==> src/rtl/pll_reset_sequencer.sv <==
// PLL reset sequencer: pulses the PLL reset, qualifies lock, then releases the system reset.
// Build macro PLL_RESET_SEQ_AUTORETRY_EN: re-pulse the PLL after every lock timeout.
module pll_reset_sequencer #(
  parameter int in_hz               = 25000000,
  parameter int PLL_RST_CYCLES      = 16,
  parameter int LOCK_TIMEOUT_CYCLES = 250000,
  parameter int STABLE_CYCLES       = 2500,
  parameter int SYNC_STAGES         = 2
) (
  input  logic       clk_i,
  input  logic       reset,
  input  logic       locked_i,
  input  logic       sw_rst_i,
  output logic       pll_rst_o,
  output logic       rst_o,
  output logic       ready_o,
  output logic [1:0] state_o,
  output logic [7:0] loss_cnt_o,
  output logic       timeout_o
);

  localparam int MAX_AB  = (PLL_RST_CYCLES > STABLE_CYCLES) ? PLL_RST_CYCLES : STABLE_CYCLES;
  localparam int MAX_CYC = (MAX_AB > LOCK_TIMEOUT_CYCLES) ? MAX_AB : LOCK_TIMEOUT_CYCLES;
  localparam int CNT_W   = (MAX_CYC > 2) ? $clog2(MAX_CYC) : 1;

  localparam logic [CNT_W-1:0] PLL_LAST     = CNT_W'(PLL_RST_CYCLES - 1);
  localparam logic [CNT_W-1:0] TIMEOUT_LAST = CNT_W'(LOCK_TIMEOUT_CYCLES - 1);
  localparam logic [CNT_W-1:0] STABLE_LAST  = CNT_W'(STABLE_CYCLES - 1);
  localparam logic [CNT_W-1:0] CNT_ONE      = CNT_W'(1);

  if (in_hz < 1 || PLL_RST_CYCLES < 1 || LOCK_TIMEOUT_CYCLES < 1 ||
      STABLE_CYCLES < 1 || SYNC_STAGES < 2) begin : g_param_check
    $error("pll_reset_sequencer: illegal parameter value");
  end

  typedef enum logic [1:0] {
    PLL_RST   = 2'd0,
    WAIT_LOCK = 2'd1,
    STABLE    = 2'd2,
    RUN       = 2'd3
  } state_t;

  state_t                 state;
  logic [CNT_W-1:0]       cnt;
  logic [SYNC_STAGES-1:0] sync_q;
  logic                   locked_s;

  // locked_i comes straight from the PLL, so it only enters the FSM through this chain
  always_ff @(posedge clk_i or posedge reset) begin
    if (reset) begin
      sync_q <= '0;
    end else begin
      sync_q <= {sync_q[SYNC_STAGES-2:0], locked_i};
    end
  end

  assign locked_s = sync_q[SYNC_STAGES-1];
  assign state_o  = state;

  // One shared counter serves the pulse length, the lock timeout and the stability window
  always_ff @(posedge clk_i or posedge reset) begin
    if (reset) begin
      state      <= PLL_RST;
      cnt        <= '0;
      pll_rst_o  <= 1'b1;
      rst_o      <= 1'b1;
      ready_o    <= 1'b0;
      loss_cnt_o <= '0;
      timeout_o  <= 1'b0;
    end else if (sw_rst_i) begin
      state     <= PLL_RST;
      cnt       <= '0;
      pll_rst_o <= 1'b1;
      rst_o     <= 1'b1;
      ready_o   <= 1'b0;
    end else begin
      case (state)
        PLL_RST: begin
          if (cnt == PLL_LAST) begin
            state     <= WAIT_LOCK;
            cnt       <= '0;
            pll_rst_o <= 1'b0;
          end else begin
            cnt <= cnt + CNT_ONE;
          end
        end
        WAIT_LOCK: begin
          if (locked_s) begin
            state <= STABLE;
            cnt   <= '0;
          end else if (cnt == TIMEOUT_LAST) begin
            timeout_o <= 1'b1;
`ifdef PLL_RESET_SEQ_AUTORETRY_EN
            state     <= PLL_RST;
            cnt       <= '0;
            pll_rst_o <= 1'b1;
`endif
          end else begin
            cnt <= cnt + CNT_ONE;
          end
        end
        STABLE: begin
          // Any dropout restarts the wait, which also gives the timeout a fresh window
          if (!locked_s) begin
            state <= WAIT_LOCK;
            cnt   <= '0;
          end else if (cnt == STABLE_LAST) begin
            state   <= RUN;
            cnt     <= '0;
            rst_o   <= 1'b0;
            ready_o <= 1'b1;
          end else begin
            cnt <= cnt + CNT_ONE;
          end
        end
        RUN: begin
          if (!locked_s) begin
            state     <= PLL_RST;
            cnt       <= '0;
            pll_rst_o <= 1'b1;
            rst_o     <= 1'b1;
            ready_o   <= 1'b0;
            if (loss_cnt_o != 8'hFF) begin
              loss_cnt_o <= loss_cnt_o + 8'd1;
            end
          end
        end
        default: begin
          state <= PLL_RST;
          cnt   <= '0;
        end
      endcase
    end
  end

endmodule

==> config.mk <==
export PLATFORM = sky130hd
export DESIGN_NAME = pll_reset_sequencer
export DESIGN_NICKNAME = d
export VERILOG_FILES = /design/src/rtl/pll_reset_sequencer.sv
export SDC_FILE = /design/constraint.sdc
export NUM_CORES = 1
export LEC_CHECK = 0
export CORE_UTILIZATION = 25
export DETAILED_ROUTE_END_ITERATION = 6
export GPL_ROUTABILITY_DRIVEN = 0
export PLACE_DENSITY = 0.44
export SYNTH_ARGS = -nofsm -noshare
export SYNTH_HDL_FRONTEND = slang
export SYNTH_SLANG_ARGS = --single-unit
==> constraint.sdc <==
create_clock -name clk_i -period 2 [get_ports clk_i]
set_clock_uncertainty 0.1 [all_clocks]
set_input_delay 0.4 -clock clk_i [delete_from_list [all_inputs] [get_ports clk_i]]
set_output_delay 0.4 -clock clk_i [all_outputs]
set_load 0.01 [all_outputs]
==> results.ini <==
[outcome]
status = complete, no violations

[placement]
dp.cells = 318
placed_area_mm2 = 0.00231
place_hpwl_um = 2990
io_buffers = 17
dp_slack_ns = -0.402

[routing]
drt-pass1-iter-count = 5
routed_wl_um = 4250
via_per_inst = 4.52
wl_per_cell_um = 13.0
met3WireLength_um = 127
vias = 1475
dr.max_layer_used = met4
drc_errors = 0
ant_nets = 0
wl_met2_um = 1970
drtIter0Drc = 87
wl_met1_um = 2110

[global_routing]
grt_max_degree = 35
grt_antenna_before_repair = 0
grt_pass1_wl_um = 7420
grt_pass1_vias = 1520
grt_usage_pct = 12.8
grt_overflow = 0

[cells_and_area]
drive_gt1_share_pct = 29.1
area_delta_synth_final_pct = 38.1
n_fill_cell = 722
final-instance-count-excl-fill = 326
n_antenna_cell = 0
fin_util_pct = 36.0
nets = 235
design_area_mm2 = 0.00248

[critical_path]
startpoint_type = flop
cp.arrival_ns = 2.07
cp_max_fo = 16
end_kind = flop
crit_chain = or4_4, nor4_4, nand3_2, a22oi_4, buf_12, nor2_1
path_class = reg2reg
crit_slowest_cell = or4_4
critical_path.max_stage_delay_ns = 0.57
required_ns = 2.08

[floorplanning]
die_w_um = 86.7
die_area_mm2 = 0.00751
dieHeight_um = 86.7
initial_core_util_pct = 26.1
rows = 30
core_mm2 = 0.00687
ios = 18

[synthesis]
synth.largest_area_cell = dfrtp_1
ys.warnings.count = 0
synth_area_leaders = dfrtp_1, xor2_1, nor2_1
synth.net_count = 183
ys_types = 42
synth_edf_count = 0
seq_area_frac_synth_pct = 47.6
avgSynthCellArea_um2 = 10.1
ys.flop_type = dfrtp_1
synth-async-reset-ratio_pct = 100
synth.top_cell.area_share_pct = 44.7
ys_ff_latch = 34
syn-cell-area_mm2 = 0.00179
syn_inst = 177

[flow_run]
drv_cap = 0

[sta]
fmaxAchievable_mhz = 502
drv_slew = 0
period_share_pct = 99.5
relSlewSlack_pct = 69.4
min_period_ns = 1.99
tightestPinTransition_ns = 0.459
setup_slack_ns = 0.00907
hold_viol = 0
setup_violations = 0
rsz0062_at_grt = yes

[pwr]
power_density_mw_per_mm2 = 526
leakage_nw = 1.06
ir_drop_v = 0.000207
power_mw = 1.30

[clocking]
cts_tree = built
cts.path.max_buffers = 2
cts_made_buffers = 5
clk_pin_slew_ns = 0.07
cts-root-buf = clkbuf_8
worstSkewPairLatency_ns = 0.29
htreeDepth = 2
numClockSinks = 34

[worst_hold_path]
hold_class = reg2reg

Yosys cell counts (3+ instances only):
cell and n:
a21oi_1 8, xnor2_1 9, nand3_1 10, xor2_1 14, nand4_1 7, inv_1 5
nor3_1 4, nor4_1 4, a211oi_1 3, clkbuf_8 3, nor2_1 25, nand2_1 14
dfrtp_1 32
state kept, by name (all words and copies together) (netlist names):
name and flops:
ready_o 1, pll_rst_o 1, state_o 2, rst_o 1
loss_cnt_o 8, timeout_o 1, cnt 18, sync_q 2
report_power, final:
part           internal, mW  total (mW)  switching [mW]
registers             0.695       0.701         0.00594
logic                0.0303      0.0707          0.0404
clock network         0.278       0.531           0.253
cell usage in the layout, fill, tap and decap left out, types with 2 or more instances in the layout:
| master | instances |
|---|---|
| ha_1 | 2 |
| o21ai_0 | 2 |
| xor2_1 | 14 |
| dfrtp_1 | 32 |
| buf_4 | 34 |
| or3_1 | 2 |
| o2bb2ai_1 | 2 |
| nor2_1 | 22 |
| nor3_2 | 2 |
| nand2_1 | 14 |
| nor3_1 | 2 |
| clkbuf_8 | 6 |
| a31oi_1 | 2 |
| nand4_1 | 7 |
| inv_1 | 5 |
| xnor2_1 | 9 |
| nand3_2 | 3 |
| a211oi_1 | 2 |
| nand4b_1 | 2 |
| or4_4 | 2 |
| nor2_2 | 3 |
| nand3_1 | 8 |
| dfstp_2 | 2 |
| nor4_4 | 3 |
| a21oi_1 | 8 |
| o21bai_1 | 2 |
| and3_1 | 2 |
| clkdlybuf4s50_1 | 16 |
routing by layer:
layer	track usage, %	up-vias
li1	-	722
met1	17.4	726
met2	20.3	22
met3	2.86	5
met4	4.09	0
met5	0	-
critical path, delay by kind of cell, from the launching register on:
kind                   cells  cell delay (ns)
AND/OR/NAND/NOR            4             1.04
flip-flops                 1             0.38
buffers and inverters      1             0.17
AO/OA/AOI/OAI              1             0.18
final timing paths:
path | from | end | slack, ns | depth (start not counted)
setup / recovery | cnt[10] | cnt[14] | 0.009 | 6
hold / removal | sync_q[0] | sync_q[1] | 0.27 | 0
setup reg to reg | cnt[10] | cnt[14] | 0.009 | 6
hold reg to reg | sync_q[0] | sync_q[1] | 0.27 | 0
max in group asynchronous | reset | rst_o | 1.04 | 3
min in group asynchronous | reset | cnt[15] | 0.41 | 3
logic make-up (layout without fill, tap and decap cells):
| family | Yosys count | in the layout | share of synthesized area, % |
|---|---|---|---|
| AO/OA/AOI/OAI | 24 | 24 | 10.0 |
| adder cells (fa/ha/maj) | 2 | 2 | 1.40 |
| AND/OR/NAND/NOR | 81 | 81 | 24.1 |
| multiplexers | 1 | 1 | 0.628 |
| XOR/XNOR | 23 | 23 | 11.2 |
| buffers and inverters | 12 | 65 | 4.95 |
| flip-flops | 34 | 34 | 47.6 |
layout make-up:
| class | instances | area [µm²] | share of cell area [%] |
|---|---|---|---|
| clock buffer | 7 | 86.3 | 3.49 |
| clock inverter | 1 | 5.00 | 0.202 |
| inverter | 5 | 18.8 | 0.758 |
| multi-input combinational | 131 | 945 | 38.2 |
| sequential | 34 | 853 | 34.5 |
| tap | 96 | 120 | 4.85 |
| timing repair buffer | 52 | 448 | 18.1 |
through the flow:
step	TNS [ns]	hold WS, ns
after floorplan	0	0.231
after global placement	-7.17	0.255
after detailed placement	-6.92	0.258
after CTS	-0.00461	0.276
after global routing	-1.21	0.283
final	0	0.270
timing repair:
item	4_1_cts	5_1_grt
gates cloned	0	0
pin swaps	2	4
setup endpoints to repair	23	22
hold buffers	0	0
hold endpoints to repair	0	0
setup buffers	0	0
gates resized for setup	9	8
No activity file was read; power rests on OpenSTA's default activity.
